[src/rtl/mem_arbiter_if.sv]
// Bus bundle for mem_arbiter: fetch port, load/store port and the memory-side signals.
// slave = arbiter view, master = requesters plus memory (environment) view.
interface mem_arbiter_if;
  logic        i_req_valid;
  logic        i_req_ready;
  logic [15:0] i_addr;
  logic        i_rsp_valid;
  logic [15:0] i_rsp_data;

  logic        d_req_valid;
  logic        d_req_ready;
  logic        d_we;
  logic        d_byte_en;
  logic        d_byte_sel;
  logic [15:0] d_addr;
  logic [15:0] d_wdata;
  logic        d_rsp_valid;
  logic [15:0] d_rsp_data;

  logic        mem_en;
  logic        mem_we;
  logic        mem_byte_enable;
  logic        mem_byte_select;
  logic [15:0] mem_addr;
  logic [15:0] mem_data_in;
  logic [15:0] mem_data_out;
  logic        mem_wait;

  modport slave (
    input  i_req_valid, i_addr,
    input  d_req_valid, d_we, d_byte_en, d_byte_sel, d_addr, d_wdata,
    input  mem_data_out, mem_wait,
    output i_req_ready, i_rsp_valid, i_rsp_data,
    output d_req_ready, d_rsp_valid, d_rsp_data,
    output mem_en, mem_we, mem_byte_enable, mem_byte_select, mem_addr, mem_data_in
  );

  modport master (
    output i_req_valid, i_addr,
    output d_req_valid, d_we, d_byte_en, d_byte_sel, d_addr, d_wdata,
    output mem_data_out, mem_wait,
    input  i_req_ready, i_rsp_valid, i_rsp_data,
    input  d_req_ready, d_rsp_valid, d_rsp_data,
    input  mem_en, mem_we, mem_byte_enable, mem_byte_select, mem_addr, mem_data_in
  );
endinterface

[src/rtl/mem_arbiter.sv]
// Two-port (fetch / load-store) arbiter for the single-port data memory, 2-cycle read latency.
// Define MEM_ARB_RR_EN for round-robin arbitration instead of data priority with starvation override.
module mem_arbiter #(
  parameter int STARVE_LIMIT = 4,
  parameter int CNT_W        = 3
) (
  input  logic         clk,
  input  logic         rst,
  mem_arbiter_if.slave bus
);

  logic accept_ok;
  logic fetch_pri;
  logic grant_i;
  logic grant_d;

  assign accept_ok = !rst && !bus.mem_wait;

`ifdef MEM_ARB_RR_EN
  // Pointer set means fetch wins the next contention; it flips only on an accept.
  logic rr_fetch_pri_reg;
  logic rr_fetch_pri_next;

  always_comb begin
    rr_fetch_pri_next = rr_fetch_pri_reg;
    if (grant_i) begin
      rr_fetch_pri_next = 1'b0;
    end else if (grant_d) begin
      rr_fetch_pri_next = 1'b1;
    end
  end

  always_ff @(posedge clk) begin
    if (rst) begin
      rr_fetch_pri_reg <= 1'b1;
    end else begin
      rr_fetch_pri_reg <= rr_fetch_pri_next;
    end
  end

  assign fetch_pri = rr_fetch_pri_reg;
`else
  localparam logic [CNT_W-1:0] STARVE_LIM_C = CNT_W'(STARVE_LIMIT);
  localparam logic [CNT_W-1:0] CNT_MAX      = '1;

  logic [CNT_W-1:0] starve_cnt_reg;
  logic [CNT_W-1:0] starve_cnt_next;

  // A stalled memory freezes the count so the stall does not count against fetch.
  always_comb begin
    starve_cnt_next = starve_cnt_reg;
    if (!bus.mem_wait) begin
      if (!bus.i_req_valid || grant_i) begin
        starve_cnt_next = '0;
      end else if (starve_cnt_reg != CNT_MAX) begin
        starve_cnt_next = starve_cnt_reg + 1'b1;
      end
    end
  end

  always_ff @(posedge clk) begin
    if (rst) begin
      starve_cnt_reg <= '0;
    end else begin
      starve_cnt_reg <= starve_cnt_next;
    end
  end

  assign fetch_pri = (STARVE_LIMIT != 0) && (starve_cnt_reg >= STARVE_LIM_C);
`endif

  assign grant_i = accept_ok && bus.i_req_valid && (!bus.d_req_valid || fetch_pri);
  assign grant_d = accept_ok && bus.d_req_valid && (!bus.i_req_valid || !fetch_pri);

  assign bus.i_req_ready = grant_i;
  assign bus.d_req_ready = grant_d;

  always_comb begin
    bus.mem_en          = 1'b0;
    bus.mem_we          = 1'b0;
    bus.mem_byte_enable = 1'b0;
    bus.mem_byte_select = 1'b0;
    bus.mem_addr        = '0;
    bus.mem_data_in     = '0;
    if (grant_d) begin
      bus.mem_en          = 1'b1;
      bus.mem_we          = bus.d_we;
      bus.mem_byte_enable = bus.d_byte_en;
      bus.mem_byte_select = bus.d_byte_sel;
      bus.mem_addr        = bus.d_addr;
      bus.mem_data_in     = bus.d_wdata;
    end else if (grant_i) begin
      bus.mem_en   = 1'b1;
      bus.mem_addr = bus.i_addr;
    end
  end

  // Stage 1 tags the access issued at the accept edge; port 1 = data, 0 = fetch.
  logic s1_valid_reg, s1_valid_next;
  logic s1_port_reg,  s1_port_next;
  logic s1_we_reg,    s1_we_next;

  always_comb begin
    s1_valid_next = grant_i || grant_d;
    s1_port_next  = grant_d;
    s1_we_next    = grant_d && bus.d_we;
  end

  always_ff @(posedge clk) begin
    if (rst) begin
      s1_valid_reg <= 1'b0;
      s1_port_reg  <= 1'b0;
      s1_we_reg    <= 1'b0;
    end else begin
      s1_valid_reg <= s1_valid_next;
      s1_port_reg  <= s1_port_next;
      s1_we_reg    <= s1_we_next;
    end
  end

  // One response register set per port; index 0 = fetch, 1 = data.
  for (genvar gi = 0; gi < 2; gi++) begin : g_rsp
    logic        hit;
    logic        valid_reg;
    logic [15:0] data_reg;

    assign hit = s1_valid_reg && (s1_port_reg == 1'(gi));

    always_ff @(posedge clk) begin
      if (rst) begin
        valid_reg <= 1'b0;
        data_reg  <= '0;
      end else begin
        valid_reg <= hit;
        if (hit) begin
          data_reg <= s1_we_reg ? 16'h0000 : bus.mem_data_out;
        end
      end
    end
  end

  assign bus.i_rsp_valid = g_rsp[0].valid_reg;
  assign bus.i_rsp_data  = g_rsp[0].data_reg;
  assign bus.d_rsp_valid = g_rsp[1].valid_reg;
  assign bus.d_rsp_data  = g_rsp[1].data_reg;

endmodule
[src/flat_wrapper.sv]
// flat-port wrapper written by rule: the top's interface ports become plain ports
module mem_arbiter_flat 
#(
  parameter int STARVE_LIMIT = 4,
  parameter int CNT_W        = 3
)
  (clk, rst, bus_i_req_valid, bus_i_addr, bus_d_req_valid, bus_d_we, bus_d_byte_en, bus_d_byte_sel, bus_d_addr, bus_d_wdata, bus_mem_data_out, bus_mem_wait, bus_i_req_ready, bus_i_rsp_valid, bus_i_rsp_data, bus_d_req_ready, bus_d_rsp_valid, bus_d_rsp_data, bus_mem_en, bus_mem_we, bus_mem_byte_enable, bus_mem_byte_select, bus_mem_addr, bus_mem_data_in);
  mem_arbiter_if bus_i ();
  input  logic clk;
  input  logic rst;
  input wire logic [$bits(bus_i.i_req_valid)-1:0] bus_i_req_valid;
  input wire logic [$bits(bus_i.i_addr)-1:0] bus_i_addr;
  input wire logic [$bits(bus_i.d_req_valid)-1:0] bus_d_req_valid;
  input wire logic [$bits(bus_i.d_we)-1:0] bus_d_we;
  input wire logic [$bits(bus_i.d_byte_en)-1:0] bus_d_byte_en;
  input wire logic [$bits(bus_i.d_byte_sel)-1:0] bus_d_byte_sel;
  input wire logic [$bits(bus_i.d_addr)-1:0] bus_d_addr;
  input wire logic [$bits(bus_i.d_wdata)-1:0] bus_d_wdata;
  input wire logic [$bits(bus_i.mem_data_out)-1:0] bus_mem_data_out;
  input wire logic [$bits(bus_i.mem_wait)-1:0] bus_mem_wait;
  output wire logic [$bits(bus_i.i_req_ready)-1:0] bus_i_req_ready;
  output wire logic [$bits(bus_i.i_rsp_valid)-1:0] bus_i_rsp_valid;
  output wire logic [$bits(bus_i.i_rsp_data)-1:0] bus_i_rsp_data;
  output wire logic [$bits(bus_i.d_req_ready)-1:0] bus_d_req_ready;
  output wire logic [$bits(bus_i.d_rsp_valid)-1:0] bus_d_rsp_valid;
  output wire logic [$bits(bus_i.d_rsp_data)-1:0] bus_d_rsp_data;
  output wire logic [$bits(bus_i.mem_en)-1:0] bus_mem_en;
  output wire logic [$bits(bus_i.mem_we)-1:0] bus_mem_we;
  output wire logic [$bits(bus_i.mem_byte_enable)-1:0] bus_mem_byte_enable;
  output wire logic [$bits(bus_i.mem_byte_select)-1:0] bus_mem_byte_select;
  output wire logic [$bits(bus_i.mem_addr)-1:0] bus_mem_addr;
  output wire logic [$bits(bus_i.mem_data_in)-1:0] bus_mem_data_in;
  assign bus_i.i_req_valid = bus_i_req_valid;
  assign bus_i.i_addr = bus_i_addr;
  assign bus_i.d_req_valid = bus_d_req_valid;
  assign bus_i.d_we = bus_d_we;
  assign bus_i.d_byte_en = bus_d_byte_en;
  assign bus_i.d_byte_sel = bus_d_byte_sel;
  assign bus_i.d_addr = bus_d_addr;
  assign bus_i.d_wdata = bus_d_wdata;
  assign bus_i.mem_data_out = bus_mem_data_out;
  assign bus_i.mem_wait = bus_mem_wait;
  assign bus_i_req_ready = bus_i.i_req_ready;
  assign bus_i_rsp_valid = bus_i.i_rsp_valid;
  assign bus_i_rsp_data = bus_i.i_rsp_data;
  assign bus_d_req_ready = bus_i.d_req_ready;
  assign bus_d_rsp_valid = bus_i.d_rsp_valid;
  assign bus_d_rsp_data = bus_i.d_rsp_data;
  assign bus_mem_en = bus_i.mem_en;
  assign bus_mem_we = bus_i.mem_we;
  assign bus_mem_byte_enable = bus_i.mem_byte_enable;
  assign bus_mem_byte_select = bus_i.mem_byte_select;
  assign bus_mem_addr = bus_i.mem_addr;
  assign bus_mem_data_in = bus_i.mem_data_in;
  mem_arbiter #(.STARVE_LIMIT(STARVE_LIMIT), .CNT_W(CNT_W)) u_core (.clk(clk), .rst(rst), .bus(bus_i));
endmodule
[config.mk]
export PLATFORM = sky130hd
export DESIGN_NAME = mem_arbiter_flat
export DESIGN_NICKNAME = d
export VERILOG_FILES = /design/src/rtl/mem_arbiter_if.sv /design/src/rtl/mem_arbiter.sv /design/src/flat_wrapper.sv
export SDC_FILE = /design/constraint.sdc
export NUM_CORES = 1
export LEC_CHECK = 0
export CAP_MARGIN = 0
export CORE_MARGIN = 2
export CORE_UTILIZATION = 30
export CTS_CLUSTER_SIZE = 28
export DETAILED_ROUTE_END_ITERATION = 10
export PLACE_DENSITY = 0.8
export SLEW_MARGIN = 20
export SYNTH_ARGS = -nofsm -noshare
export SYNTH_HDL_FRONTEND = slang
export SYNTH_SLANG_ARGS = --single-unit
[constraint.sdc]
create_clock -name clk -period 1.8 [get_ports clk]
set_clock_uncertainty 0.1 [all_clocks]
set_input_delay 0.36 -clock clk [delete_from_list [all_inputs] [get_ports clk]]
set_output_delay 0.36 -clock clk [all_outputs]
set_load 0.05 [all_outputs]
======== Word level (Yosys, flattened, before mapping) ========
Cells that the tools add are included.
word-level totals
  flip-flop bits (word level) ............. 40
  bits of input ports ..................... 72
  output and inout bits ................... 72
cells by class
  add/sub/neg operators ................... 1
  order comparisons ....................... 1
  equal/unequal tests ..................... 1
  multiplexer cells ....................... 11
  bitwise logic cells ..................... 2
  reductions and logical operators ........ 19
operators by type and width
  kind                   count
  $mux W16               4
  $logic_and A1 B1 Y1    8
  $mux W3                2
  $logic_not A1 Y1       5
  $mux W1                5
  $logic_or A1 B1 Y1     4
  $add A3 B1 Y3 const B  1
  $ge A3 B3 Y1 const B   1
  $ne A3 B3 Y1 const B   1
  $not A1 Y1             2
  $reduce_and A2 Y1      1
  $reduce_bool A2 Y1     1

======== Logic depth before layout (Yosys ltp) ========
Gate-level depths: netlist (run 1).
  depth after elaboration ................. 7
  mapped depth ............................ 6

======== Worst setup path before layout (run 1) ========
Ideal clock, no wire load.
  path type ............................... input to output
  from .................................... input rst
  to ...................................... output bus_mem_addr[10]
  arrival ................................. 1.737 ns
  slack ................................... -0.397 ns
  stages on the path ...................... 5
  path through ............................ or2_1 buf_6 nor3b_4 buf_6 a22o_1
on the way
  cells in the longest elaborated chain, start to end .. 6
  elaborated cells between the ends (all ways) .. 8
  those cells by class .................... mux: 2; reduce/logical: 6
RTL lines
  what                              RTL line            RTL
  from (decl)                       flat_wrapper.sv:10  input logic rst;
  $logic_not A1 Y1                  mem_arbiter.sv:17   assign accept_ok = !rst && !bus.mem_wait;
  $logic_and A1 B1 Y1               mem_arbiter.sv:17
  $logic_and A1 B1 Y1 (2 in a row)  mem_arbiter.sv:72   assign grant_i = accept_ok && bus.i_req_valid && (!bus.d_req_valid || fetch_pri);
  net bus_i_req_ready               flat_wrapper.sv:21  output wire logic [$bits(bus_i.i_req_ready)-1:0] bus_i_req_ready;
  $mux W16                          mem_arbiter.sv:92   end else if (grant_i) begin
  $mux W16                          mem_arbiter.sv:85   if (grant_d) begin
  to (decl)                         flat_wrapper.sv:31  output wire logic [$bits(bus_i.mem_addr)-1:0] bus_mem_addr;
The timed path passes the listed nets, and every way through them passes these cells.

======== Worst setup path after layout (run 1) ========
  from .................................... input rst
  to ...................................... output bus_mem_addr[11]
on the way
  cells in the longest elaborated chain, start to end .. 6
  elaborated cells between the ends (all ways) .. 8
  those cells by class .................... mux: 2; reduce/logical: 6
RTL lines
  what                              RTL line
  $logic_not A1 Y1 *                mem_arbiter.sv:17
  $logic_and A1 B1 Y1 *             mem_arbiter.sv:17
  $logic_and A1 B1 Y1 (2 in a row)  mem_arbiter.sv:72
  $mux W16                          mem_arbiter.sv:92
  $mux W16 *                        mem_arbiter.sv:85
Mark *: on every way between the ends. The rest lies on a longest branch, timed or not.

==> results of run 1 <==
worst min-delay path: cells and delay by family:
kind                   cells  cell delay [ps]
AOI/OAI and AO/OA          1               50
and+or+nand+nor            1               60
buffers and inverters      2              230
logic make-up after synthesis:
kind of cell | after synthesis | share of synthesized area (%)
AO/OA/AOI/OAI | 58 | 20.0
adder cells (fa/ha/maj) | 2 | 1.34
buffers and inverters | 20 | 5.48
flip-flops | 40 | 42.8
AND/OR/NAND/NOR | 116 | 30.5
final cells by class:
type	instances	area, sq um
repair buffers	177	2190
fillers	426	1590
multi-input cells	176	1170
flip-flops and latches	40	805
well taps	75	93.8
clock buffers	5	68.8
clock inverters	2	60.1
inverters	2	7.51
diodes	1	2.50
layer usage:
metal,part of all wire (%),wire length [microns]
met5,0,0
met4,2.8,230
met3,8.2,683
met2,54,4450
met1,35,2940
timing repair:
action	4_1_cts	5_1_grt
setup endpoints to repair	38	38
pin swaps	15	13
buffers inserted	12	5
gates cloned	8	2
gates resized for setup	40	15
metrics by stage:
step           instance area (sq um)  setup TNS (ps)
2_1_floorplan                   2030           -3970
3_3_place_gp                    3870          -19670
3_5_place_dp                    3870          -21380
4_1_cts                         4390          -11700
5_1_grt                         4400          -10960
6_report                        4400           -9340
cells in the final DEF, fill, tap and decap left out, drive strengths merged:
cell type and count:
nand2 67, a21oi 33, nor2 3, a221oi 1, nor3b 2, ha 2, dfxtp 40, clkbuf 7
a211oi 2, dlygate4sd2 1, o211ai 2, buf 107, o2111ai 1, and2 21, bufinv 2, o21ai 2
a22o 16, diode 1, nor2b 18, a31oi 1, clkdlybuf4s50 67, or2 3, inv 2, and4bb 1
nand2b 1
final timing paths:
| check | from | to | slack (ps) | depth (start not counted) |
|---|---|---|---|---|
| worst max-delay path | rst | bus_mem_addr[11] | -310 | 8 |
| worst min-delay path | bus_mem_wait | u_core.starve_cnt_reg[2]$_SDFFE_PP0P_ | 350 | 4 |
| worst max register to register | u_core.starve_cnt_reg[1]$_SDFFE_PP0P_ | u_core.starve_cnt_reg[0]$_SDFFE_PP0P_ | 170 | 5 |
| worst min register to register | u_core.bus.d_rsp_data[4]$_SDFFE_PP0P_ | u_core.bus.d_rsp_data[4]$_SDFFE_PP0P_ | 360 | 2 |
power by group through the flow:
| stage | registers, mW | logic [mW] | clock network, mW |
|---|---|---|---|
| after detailed placement | 0.948 | 0.695 | 0 |
| after global routing | 0.929 | 0.809 | 0.906 |
| after global placement | 0.947 | 0.685 | 0 |
| final | 0.926 | 0.776 | 0.844 |
| after CTS | 0.927 | 0.777 | 0.862 |
| after floorplan | 1.01 | 0.251 | 0 |
==> flow_metrics.tcl, run 1 <==
set metrics [dict create \
    outcome "finished, violations left" \
    violations "negative setup slack" \
    max_freq_mhz 475 \
    cts_hold_repair.buffers 0 \
    wire_per_inst_microns 17.4 \
    report.final.setup_viol 38 \
    number_of_routed_nets_with_antenna_violations 0 \
    critical_path.max_stage_delay_ps 260 \
    power.switching_mw 0.683 \
    ys_top_cells_by_area "sky130_fd_sc_hd__dfxtp_1 (43%), sky130_fd_sc_hd__nand2_1 (13%), sky130_fd_sc_hd__a21oi_1 (8.8%)" \
    post-synth-top-count-cell "sky130_fd_sc_hd__nand2_1" \
    gr-max-usage-layer "met2" \
    finalHoldViolations 0 \
    cell_taking_the_most_area_after_synthesis "sky130_fd_sc_hd__dfxtp_1" \
    layoutNonFillerInstCount 478 \
    synth_edf_count 0 \
    crit_path_max_fanout 5 \
    totalWireLength_mm 8.30 \
    sw_frac_of_total_pct 26.8 \
    clk_pin_slew_ps 70 \
    synth.yosys.seq_area_share_pct 42.8 \
    cpMaxStageDelayCell "sky130_fd_sc_hd__or2_4" \
    required_ps 1340 \
    initial_core_util_pct 31.3 \
    gr-total-overflow 0 \
    cp_top_family "buffers and inverters" \
    route.detailed.vias_per_inst 4.94 \
    syn_nets 310 \
    arrival_ps 1650 \
    cts_htree_levels 2 \
    crit_path_frequent_cell "sky130_fd_sc_hd__buf_6" \
    final.period_utilization_pct 117 \
    post-route-drc-count 0 \
    fraction_of_synthesis_flops_using_an_asynchronous_set_or_reset_pin_pct 0 \
    leakage_nw 1.85 \
    grtUsageMet3_pct 7.36 \
    crit_type "primary input to primary output" \
    io_buffer_count 143 \
    design.final.nets 476 \
    insertion_delay_ps 290 \
    core_area_sq_mm 0.00599 \
    netlist_area_sq_mm 0.00187 \
    first_pass_grt_wire_length_mm 12.8 \
    clk_path_buf_depth 2 \
    post_synth_most_frequent_cells "sky130_fd_sc_hd__nand2_1 (67), sky130_fd_sc_hd__dfxtp_1 (40), sky130_fd_sc_hd__a21oi_1 (33)" \
    layout_utilization_pct 73.4 \
    dr.first_iter.drc_count 103 \
    final_layout_size_suffix_gt1_share_pct 39.6 \
    grt_start_max_net_pins 38 \
    gpl_wtd_cong 0.840 \
    post_place_cells 450 \
    critical_path.n_buffers_inverters 5 \
    post-route-worst-setup-slack_ps -306 \
    groute.usage.overall_pct 23.7 \
    area_growth_synth_to_finish_pct 135 \
    setup_repair_after_global_routing_missed_its_margin "yes" \
    post_synth_top_flop "sky130_fd_sc_hd__dfxtp_1" \
    total_power_mw 2.55 \
    floorplan_die_width_microns 83.0 \
    combinationalPowerShare_pct 30.5 \
    synthesis.area_per_instance_sq_um 7.94 \
    dr.pass1.iters 4 \
    pwr_density_cell_mw_per_mm2 579 \
    gr-usage-met2_pct 43.4 \
    count_of_vias_placed_by_the_detailed_router 2361 \
    start_kind "primary input" \
    die_height_microns 83.0 \
    row_count 28 \
    min_path_type "primary input to register" \
    cts_tree "yes" \
    crit_path_cell_trace "buf_6 > or2_4 > buf_6 > nor3b_4 > buf_6 > clkbuf_16 > a22o_4 > buf_12" \
    cts.sinks 40 \
    initial_antenna_violation_count 1 \
    timing_max_transition_violations_final 0 \
    post_synthesis_cell_count 236 \
    global_route.usage.met1_pct 25.3 \
    ir_worst_vdd_v 0.000480 \
    synthesis.yosys.warnings 0 \
    detailed_place_hpwl_mm 5.74 \
    drv_cap 0 \
    power_report.internal_total_mw 1.86 \
    power.share.sequential_pct 36.4 \
    worst_setup_path_end_kind "primary output" \
    ys_ff_latch 40 \
    timing_worst_slew_pin_value_ps 598 \
    cts.root.buffer_cell "sky130_fd_sc_hd__clkbuf_8" \
    post_synth_num_cell_types 26 \
    period_minus_slack_ps 2110 \
    die_area_sq_mm 0.00689 \
    hold-worst-slack_ps 353 \
    power.share.clock_pct 33.2 \
    via_count_of_the_first_global_routing_pass 2422 \
    io_pins 144 \
    placement.setup.worst_slack_ps -597 \
    synth.top_cell.area_share_pct 42.8 \
    numCtsBuffers 5 \
    timing.slew.headroom_pct 60.1 \
]
Power figures use the tool's default switching activity.
==> run 2: changes to the inputs <==
CELL_PAD_IN_SITES_DETAIL_PLACEMENT = 0   (was not set)
CELL_PAD_IN_SITES_GLOBAL_PLACEMENT = 1   (was not set)
CORE_UTILIZATION = 20   (was 30)
==> flow_metrics.tcl, run 2 (synthesized netlist as in run 1, its figures left out) <==
set metrics [dict create \
    critical_path.max_stage_delay_ps 260 \
    die_area_sq_mm 0.0102 \
    initial_core_util_pct 20.5 \
    die_height_microns 101 \
    required_ps 1340 \
    insertion_delay_ps 290 \
    pwr_density_cell_mw_per_mm2 552 \
    final_layout_size_suffix_gt1_share_pct 39.3 \
    groute.usage.overall_pct 15.2 \
    period_minus_slack_ps 2040 \
    clk_pin_slew_ps 90 \
    ir_worst_vdd_v 0.000259 \
    leakage_nw 1.83 \
    cpMaxStageDelayCell "sky130_fd_sc_hd__or2_4" \
    gr-total-overflow 0 \
    power.share.clock_pct 30.6 \
    crit_type "primary input to primary output" \
    combinationalPowerShare_pct 31.3 \
    design.final.nets 473 \
    power_report.internal_total_mw 1.72 \
    layoutNonFillerInstCount 511 \
    row_count 35 \
    initial_antenna_violation_count 0 \
    outcome "finished, violations left" \
    cp_top_family "buffers and inverters" \
    min_path_type "primary input to register" \
    finalHoldViolations 0 \
    final_antenna_diode_count 0 \
    arrival_ps 1580 \
    final.period_utilization_pct 114 \
    number_of_routed_nets_with_antenna_violations 0 \
    start_kind "primary input" \
    critical_path.n_buffers_inverters 5 \
    violations "negative setup slack" \
    totalWireLength_mm 7.90 \
    drv_cap 0 \
    dr.first_iter.drc_count 82 \
    max_freq_mhz 489 \
    r2r-start "u_core.starve_cnt_reg[1]$_SDFFE_PP0P_" \
    clk_path_buf_depth 2 \
    cts.sinks 40 \
    sw_frac_of_total_pct 29.0 \
    min-delay-start "bus_mem_wait" \
    setup_repair_after_global_routing_missed_its_margin "yes" \
    numCtsBuffers 5 \
    setup.worst_path.start "rst" \
    wire_per_inst_microns 15.5 \
    via_count_of_the_first_global_routing_pass 2251 \
    crit_path_frequent_cell "sky130_fd_sc_hd__buf_6" \
    grt_start_max_net_pins 38 \
    dr.pass1.iters 4 \
    post_place_cells 486 \
    timing.slew.headroom_pct 51.4 \
    area_growth_synth_to_finish_pct 135 \
    timing_max_transition_violations_final 0 \
    cts_htree_levels 2 \
    cts.root.buffer_cell "sky130_fd_sc_hd__clkbuf_8" \
    placement.setup.worst_slack_ps -581 \
    gpl_wtd_cong 0.731 \
    power.share.sequential_pct 38.1 \
    post-route-worst-setup-slack_ps -243 \
    crit_path_cell_trace "buf_6 > or2_4 > buf_6 > nor3b_4 > buf_6 > clkbuf_16 > a22o_4 > buf_12" \
    report.final.setup_viol 38 \
    io_buffer_count 143 \
    mostFrequentLayoutCells "sky130_fd_sc_hd__nand2_1 (67), sky130_fd_sc_hd__clkdlybuf4s50_1 (67), sky130_fd_sc_hd__buf_4 (48)" \
    post-route-drc-count 0 \
    io_pins 144 \
    floorplan_die_width_microns 101 \
    tns_ps -7880 \
    total_power_mw 2.43 \
    count_of_vias_placed_by_the_detailed_router 2248 \
    first_pass_grt_wire_length_mm 11.9 \
    power.switching_mw 0.705 \
    route.detailed.vias_per_inst 4.40 \
    crit_path_max_fanout 5 \
    detailed_place_hpwl_mm 5.52 \
    core_area_sq_mm 0.00915 \
    worst_setup_path_end_kind "primary output" \
    timing_worst_slew_pin_value_ps 728 \
    cts_tree "yes" \
]
## run 2: timing repair
action,4_1_cts,5_1_grt
endpoints found under the setup margin,38,38
hold endpoints to repair,0,0
buffers inserted,9,3
gates resized for setup,32,10
cloned,5,3
hold buffers,0,0
pin swaps,4,15
## run 2: worst min-delay path: cells and delay by family
family | cells | cell delay [ps]
simple gates | 1 | 60
compound gates | 1 | 50
buf+inv | 2 | 230
## run 2: power groups by stage
stage	Clock, mW	Sequential [mW]	Combinational, mW
finish	0.742	0.925	0.761
global route	0.819	0.930	0.798
CTS	0.775	0.927	0.755
detailed placement	0	0.948	0.696
global placement	0	0.947	0.687
floorplan	0	1.01	0.251
## run 2: worst paths after layout
path | to | slack (ps) | depth (start not counted)
hold / removal | u_core.starve_cnt_reg[2]$_SDFFE_PP0P_ | 350 | 4
setup / recovery | bus_mem_addr[3] | -240 | 8
hold reg to reg | u_core.bus.i_rsp_data[4]$_SDFFE_PP0P_ | 360 | 2
setup reg to reg | u_core.starve_cnt_reg[0]$_SDFFE_PP0P_ | 190 | 5
## run 2: per-layer routing
| metal | global-route usage (%) | routed length (microns) | vias up |
|---|---|---|---|
| li1 | - | - | 1109 |
| met1 | 16.3 | 2940 | 1031 |
| met2 | 28.6 | 4260 | 103 |
| met3 | 4.92 | 632 | 5 |
| met4 | 4.11 | 65 | 0 |
| met5 | 0 | 0 | - |
## run 2: cell type report
cell class	count	area, sq um
multi-input cells	176	1180
clock buffers	5	68.8
fillers	864	4760
well taps	111	139
flip-flops and latches	40	805
inverters	2	7.51
clock inverters	3	42.5
repair buffers	174	2160
## run 2: per-stage QoR
| step | hold slack, ps | instance area (sq um) | utilization [%] |
|---|---|---|---|
| after global routing | 356 | 4400 | 48.0 |
| final | 354 | 4400 | 48.0 |
| after global placement | 343 | 3930 | 42.9 |
| after detailed placement | 349 | 3930 | 42.9 |
| after floorplan | 358 | 2030 | - |
| after CTS | 337 | 4310 | 47.1 |
==> run 3: changes to the inputs <==
REMOVE_ABC_BUFFERS = 1   (was not set)
==> flow_metrics.tcl, run 3 (synthesized netlist as in run 1, its figures left out) <==
set metrics [dict create \
    cts_hold_repair.buffers 0 \
    area_growth_synth_to_finish_pct 133 \
    finalHoldViolations 0 \
    crit_type "primary input to primary output" \
    initial_antenna_violation_count 0 \
    max_freq_mhz 462 \
    insertion_delay_ps 280 \
    io_pins 144 \
    start_kind "primary input" \
    dr.first_iter.drc_count 77 \
    critical_path.max_stage_delay_ps 250 \
    pwr_density_cell_mw_per_mm2 506 \
    post-route-drc-count 0 \
    period_minus_slack_ps 2170 \
    worst_setup_path_end_kind "primary output" \
    die_area_sq_mm 0.0102 \
    final_layout_size_suffix_gt1_share_pct 37.5 \
    initial_core_util_pct 20.5 \
    power.share.clock_pct 23.2 \
    cts.sinks 40 \
    cts.root.buffer_cell "sky130_fd_sc_hd__clkbuf_8" \
    timing_max_transition_violations_final 0 \
    via_count_of_the_first_global_routing_pass 2274 \
    row_count 35 \
    count_of_vias_placed_by_the_detailed_router 2264 \
    crit_path_cell_trace "buf_6 > or2_4 > buf_6 > a211oi_4 > buf_6 > buf_12 > buf_12 > and2_4 > buf_12" \
    timing.slew.headroom_pct 51.3 \
    worst_hold_path.num_cells 4 \
    floorplan_die_width_microns 101 \
    combinationalPowerShare_pct 34.7 \
    gr-total-overflow 0 \
    totalWireLength_mm 8.16 \
    tns_ps -11970 \
    cts_tree "yes" \
    timing_worst_slew_pin_value_ps 729 \
    grt_start_max_net_pins 38 \
    first_pass_grt_wire_length_mm 11.8 \
    numCtsBuffers 5 \
    design.final.nets 473 \
    setup_repair_after_global_routing_missed_its_margin "yes" \
    gpl_wtd_cong 0.735 \
    required_ps 1340 \
    wire_per_inst_microns 16.1 \
    ir_worst_vdd_v 0.000270 \
    post-route-worst-setup-slack_ps -366 \
    route.detailed.vias_per_inst 4.46 \
    power.share.sequential_pct 42.0 \
    sw_frac_of_total_pct 29.0 \
    power.switching_mw 0.641 \
    outcome "finished, violations left" \
    r2r_cells 5 \
    crit_path_max_fanout 5 \
    mostFrequentLayoutCells "sky130_fd_sc_hd__nand2_1 (67), sky130_fd_sc_hd__clkdlybuf4s50_1 (67), sky130_fd_sc_hd__buf_12 (44)" \
    groute.usage.overall_pct 15.4 \
    cts_htree_levels 2 \
    final_antenna_diode_count 0 \
    detailed_place_hpwl_mm 5.56 \
    report.final.setup_viol 38 \
    clk_path_buf_depth 2 \
    drv_cap 0 \
    die_height_microns 101 \
    core_area_sq_mm 0.00915 \
    total_power_mw 2.21 \
    min_path_type "primary input to register" \
    rrSetupSlack_ps 170 \
    cpMaxStageDelayCell "sky130_fd_sc_hd__or2_4" \
    clk_pin_slew_ps 70 \
    arrival_ps 1710 \
    io_buffer_count 143 \
    power_report.internal_total_mw 1.57 \
    final.period_utilization_pct 120 \
    number_of_routed_nets_with_antenna_violations 0 \
    violations "negative setup slack" \
    leakage_nw 1.80 \
    dr.pass1.iters 4 \
]
-- run 3: cell types whose count changed in the layout (fill, tap and decap cells not counted), moves of 2 or more --
cell	change
sky130_fd_sc_hd__a22o_1	+4
sky130_fd_sc_hd__dlygate4sd2_1	+2
sky130_fd_sc_hd__buf_12	+3
sky130_fd_sc_hd__buf_4	-5
sky130_fd_sc_hd__a22o_4	-4
-- run 3: layout make-up --
class	instances	area, sq um
sequential	40	802
tap	111	139
inverter	2	7.51
clock buffer	5	68.8
timing repair buffer	174	2210
fill	844	4790
multi-input combinational	176	1140
-- run 3: final timing paths --
check | from | endpoint
setup / recovery | bus_mem_wait | bus_mem_data_in[8]
hold / removal | bus_mem_wait | u_core.s1_port_reg$_SDFF_PP0_
setup reg to reg | u_core.starve_cnt_reg[1]$_SDFFE_PP0P_ | u_core.starve_cnt_reg[0]$_SDFFE_PP0P_
hold reg to reg | u_core.bus.d_rsp_data[12]$_SDFFE_PP0P_ | u_core.bus.d_rsp_data[12]$_SDFFE_PP0P_
-- run 3: timing repair --
item,4_1_cts,5_1_grt
pin swaps,24,4
gates resized for setup,48,23
buffers inserted,9,2
gates cloned,7,2
setup endpoints to repair,38,38
-- run 3: metrics by stage --
stage | worst slack [ps] | hold slack [ps] | instance area [sq um] | std cells | utilization (%)
final | -366 | 354 | 4360 | 508 | 47.7
after global routing | -401 | 346 | 4360 | 508 | 47.7
after floorplan | -1510 | 329 | 1780 | 218 | -
after global placement | -723 | 342 | 3790 | 485 | 41.4
after CTS | -390 | 339 | 4240 | 505 | 46.3
after detailed placement | -759 | 350 | 3790 | 485 | 41.4
-- run 3: layer usage --
| metal | GRT usage (%) | vias up | part of all wire [%] |
|---|---|---|---|
| li1 | - | 1109 | - |
| met1 | 16.1 | 1035 | 37 |
| met2 | 28.5 | 112 | 51 |
| met3 | 6.45 | 8 | 9.2 |
| met4 | 3.90 | 0 | 1.9 |
| met5 | 0 | - | 0 |
-- run 3: power groups by stage --
stage          clock [mW]  sequential (mW)  combinational (mW)
6_report            0.513            0.928               0.767
5_1_grt             0.582            0.931               0.804
4_1_cts             0.549            0.928               0.746
3_5_place_dp            0            0.949               0.667
3_3_place_gp            0            0.948               0.663
2_1_floorplan           0             1.02               0.202
-- run 3: worst max-delay path: cells and delay by family --
family	cells	cell delay [ps]
AND/OR/NAND/NOR	2	400
buffers and inverters	6	730
AO/OA/AOI/OAI	1	200
==> edit (flow settings as in run 1) <==
`CNT_W` is set to 3 in 2 places; all go to 6.
--- a/src/rtl/mem_arbiter.sv
+++ b/src/rtl/mem_arbiter.sv
@@ -2,7 +2,7 @@
 // Define MEM_ARB_RR_EN for round-robin arbitration instead of data priority with starvation override.
 module mem_arbiter #(
   parameter int STARVE_LIMIT = 4,
-  parameter int CNT_W        = 3
+  parameter int CNT_W        = 6
 ) (
   input  logic         clk,
   input  logic         rst,
--- a/src/flat_wrapper.sv
+++ b/src/flat_wrapper.sv
@@ -2,7 +2,7 @@
 module mem_arbiter_flat 
 #(
   parameter int STARVE_LIMIT = 4,
-  parameter int CNT_W        = 3
+  parameter int CNT_W        = 6
 )
   (clk, rst, bus_i_req_valid, bus_i_addr, bus_d_req_valid, bus_d_we, bus_d_byte_en, bus_d_byte_sel, bus_d_addr, bus_d_wdata, bus_mem_data_out, bus_mem_wait, bus_i_req_ready, bus_i_rsp_valid, bus_i_rsp_data, bus_d_req_ready, bus_d_rsp_valid, bus_d_rsp_data, bus_mem_en, bus_mem_we, bus_mem_byte_enable, bus_mem_byte_select, bus_mem_addr, bus_mem_data_in);
   mem_arbiter_if bus_i ();
Formal check against the unedited RTL: same outputs for any inputs over 10 cycles, from zero or initial values and one cycle with rst high; that may be too few to reach the edited logic, so the function may still have changed.
==> edit against run 1 <==
The flow finishes with violations (design-rule violations, negative setup slack); synthesized area grew 7.7%; total power shrank 2.4%; design area down 2.0%; non-clock buffer count shrank 5; setup slack got worse by 0.18 ns; sequential share of layout area is 1.8 points higher; combinational power fell by 6.4%; worst hold slack improved by 0.0013 ns; core utilization shrank 6.3 points; largest power group unchanged; final cell count increased by 2.3%; wire length is 4.4% lower; highest routed layer unchanged; global-route usage fell by 2.9 points; sequential cell count grew 3.
==> edit: results (changes against run 1) <==
----------------------------------------------------
[Status]
  Status ... complete, but fails checks
  Violations in the final reports ... design-rule violations, negative setup slack

[Setup path]
  Reg2Reg Depth ... 6 (+1)
  Highest fanout seen on the critical path ... 7 (+2)
  Largest incremental delay on the critical path ... 0.34 ns (+0.08 ns)
  Capture instance of the worst register-to-register path ... u_core.s1_valid_reg$_SDFF_PP0_
  Minimum setup slack among reg-to-reg paths ... 0.26 ns (+0.09 ns)
  Max stage delay cell, worst path ... dfxtp_2
  Worst reg2reg path startpoint ... u_core.starve_cnt_reg[3]$_SDFFE_PP0P_
  Crit path DAT ... 1.83 ns (+0.18 ns)

[Layout]
  Number of diodes added for antenna fixing ... 0 (-1)
  Filler cell count ... 495 (+16%)
  Proportion of layout cells with a drive suffix above 1 ... 37.38% (-2.2 points)
  Net count reported at finish ... 485 (+1.9%)

[Global routing]
  Via count of the first global-routing pass ... 2496 (+3.1%)
  Global-route wire length before repair ... 11900 um (-7.1%)
  Initial antenna violation count ... 0 (-1)
  Overall Global Routing Usage ... 20.76% (-2.9 points)
  Pin count of the biggest net entering global routing ... 41 (+7.9%)

[Synth]
  Leading post-synthesis cells by cell area ... dfxtp_1 (43%), nand2_1 (12%), a21oi_1 (8.7%), a22o_2 (7.9%), and2_1 (7.1%)
  Fraction of the yosys area taken by sequential cells ... 42.68% (-0.072 points)
  Post-synth top cells ... nand2_1 (67), dfxtp_1 (43), a21oi_1 (35)
  Number of library cell types mapped by synthesis ... 25 (-3.8%)
  Dominant register cell in the synthesized netlist ... dfxtp_1
  Synth Net Count ... 324 (+4.5%)
  Post-synthesis compound-gate area fraction ... 21.22% (+1.2 points)
  Count of warnings emitted by yosys ... 0 (unchanged)
  Post-Synth Adder-Cell Area ... 1.241% (-0.095 points)
  Multiplexer area fraction after synthesis ... 0% (unchanged)

[STA]
  Worst hold margin ... 0.3545 ns (+0.001310 ns)
  Final-report setup violation count ... 38 (unchanged)
  Slew at the pin closest to its max-slew limit ... 0.6114 ns (+0.01382 ns)
  Final setup TNS ... -17.01 ns (-7.674 ns)
  Post-layout worst setup margin ... -0.4883 ns (-0.1826 ns)

[Placed design]
  Final HPWL DP ... 5986 um (+4.2%)
  Post-Place Setup Slack ... -0.5227 ns (+0.07398 ns)
  Post-Place Cell Area ... 0.004043 mm^2 (+4.4%)
  Global placer's final weighted congestion ... 0.8896 (+5.9%)

[Drt]
  Vias per inst ... 4.877 (-1.3%)
  Router iterations before antenna repair ... 9 (+5)
  Total Wirelength ... 7930 um (-4.4%)
  First DRT Iteration DRCs ... 52 (-50%)
  DRC violations left ... 1 (+1)

[Power]
  Lkg Pwr ... 1.789 nW (-3.3%)
  Internal Dissipation ... 1.799 mW (-3.4%)
  Peak VDD IR ... 0.4180 mV (-13%)

[Min path]
  Hold path startpoint ... u_core.bus.i_rsp_data[10]$_SDFFE_PP0P_
  Instance count along the most critical hold path ... 2 (-2)
  WHS Endpoint ... u_core.bus.i_rsp_data[10]$_SDFFE_PP0P_
  Worst min path class ... register to register

[Clock tree]
  Number of H-tree levels ... 2 (unchanged)
  Clk Tree Root Cell ... clkbuf_8

----------------------------------------------------
==> edit: area by class of cell <==
class	count	share of cell area, %
inverter	6	0.5225
multi-input combinational	183	27.26
clock buffer	6	1.916
timing repair buffer	172	47.17
tap	77	2.235
clock inverter	2	0.8128
sequential	43	20.09
==> edit: timing repair <==
action / in CTS / in global routing
setup endpoints to repair: 38 / 38
gates resized for setup: 11 / 9
cloned: 2 / 1
pin swaps: 3 / 13
buffers inserted: 4 / 5
==> edit: through the flow <==
step           instances  utilization (%)
2_1_floorplan        250                -
3_3_place_gp         471            62.95
3_5_place_dp         471            62.95
4_1_cts              485            66.24
5_1_grt              489            67.11
6_report             489            67.11
==> edit: worst max path at each step <==
| stage | endpoint | from |
|---|---|---|
| after CTS | bus_mem_addr[7] | u_core.starve_cnt_reg[3]$_SDFFE_PP0P_ |
| after global placement | bus_mem_en | bus_i_req_valid |
| after floorplan | bus_mem_addr[10] | rst |
| after detailed placement | bus_mem_en | bus_i_req_valid |
| after global routing | bus_mem_addr[0] | u_core.starve_cnt_reg[3]$_SDFFE_PP0P_ |
| final | bus_mem_data_in[8] | u_core.starve_cnt_reg[5]$_SDFFE_PP0P_ |
==> edit: layer usage <==
metal	GRT usage, %	part of all wire [%]	vias to the layer above
met2	39.53	54	126
met5	0	0	-
met3	7.026	9.7	15
met4	7.504	2.4	0
li1	-	-	1153
met1	20.65	34	1091
==> edit: critical path: cells and delay by family, from the launching register on <==
kind / cells / cell delay, ns
compound gates: 1 / 0.20
buf+inv: 4 / 0.60
simple gates: 2 / 0.39
flops: 1 / 0.34
==> edit: cell families (layout without fill, tap and decap cells) <==
kind of cell / Yosys count / count (layout)
fa+ha+maj: 2 / 2
flops: 43 / 43
buf+inv: 24 / 186
simple gates: 121 / 121
compound gates: 60 / 60
==> edit: power groups by stage <==
stage	registers (mW)	clock network, mW	logic, mW
detailed placement	1.02	0	0.699
CTS	0.993	0.791	0.717
floorplan	1.08	0	0.251
global route	0.996	0.826	0.762
finish	0.993	0.767	0.726
global placement	1.01	0	0.693
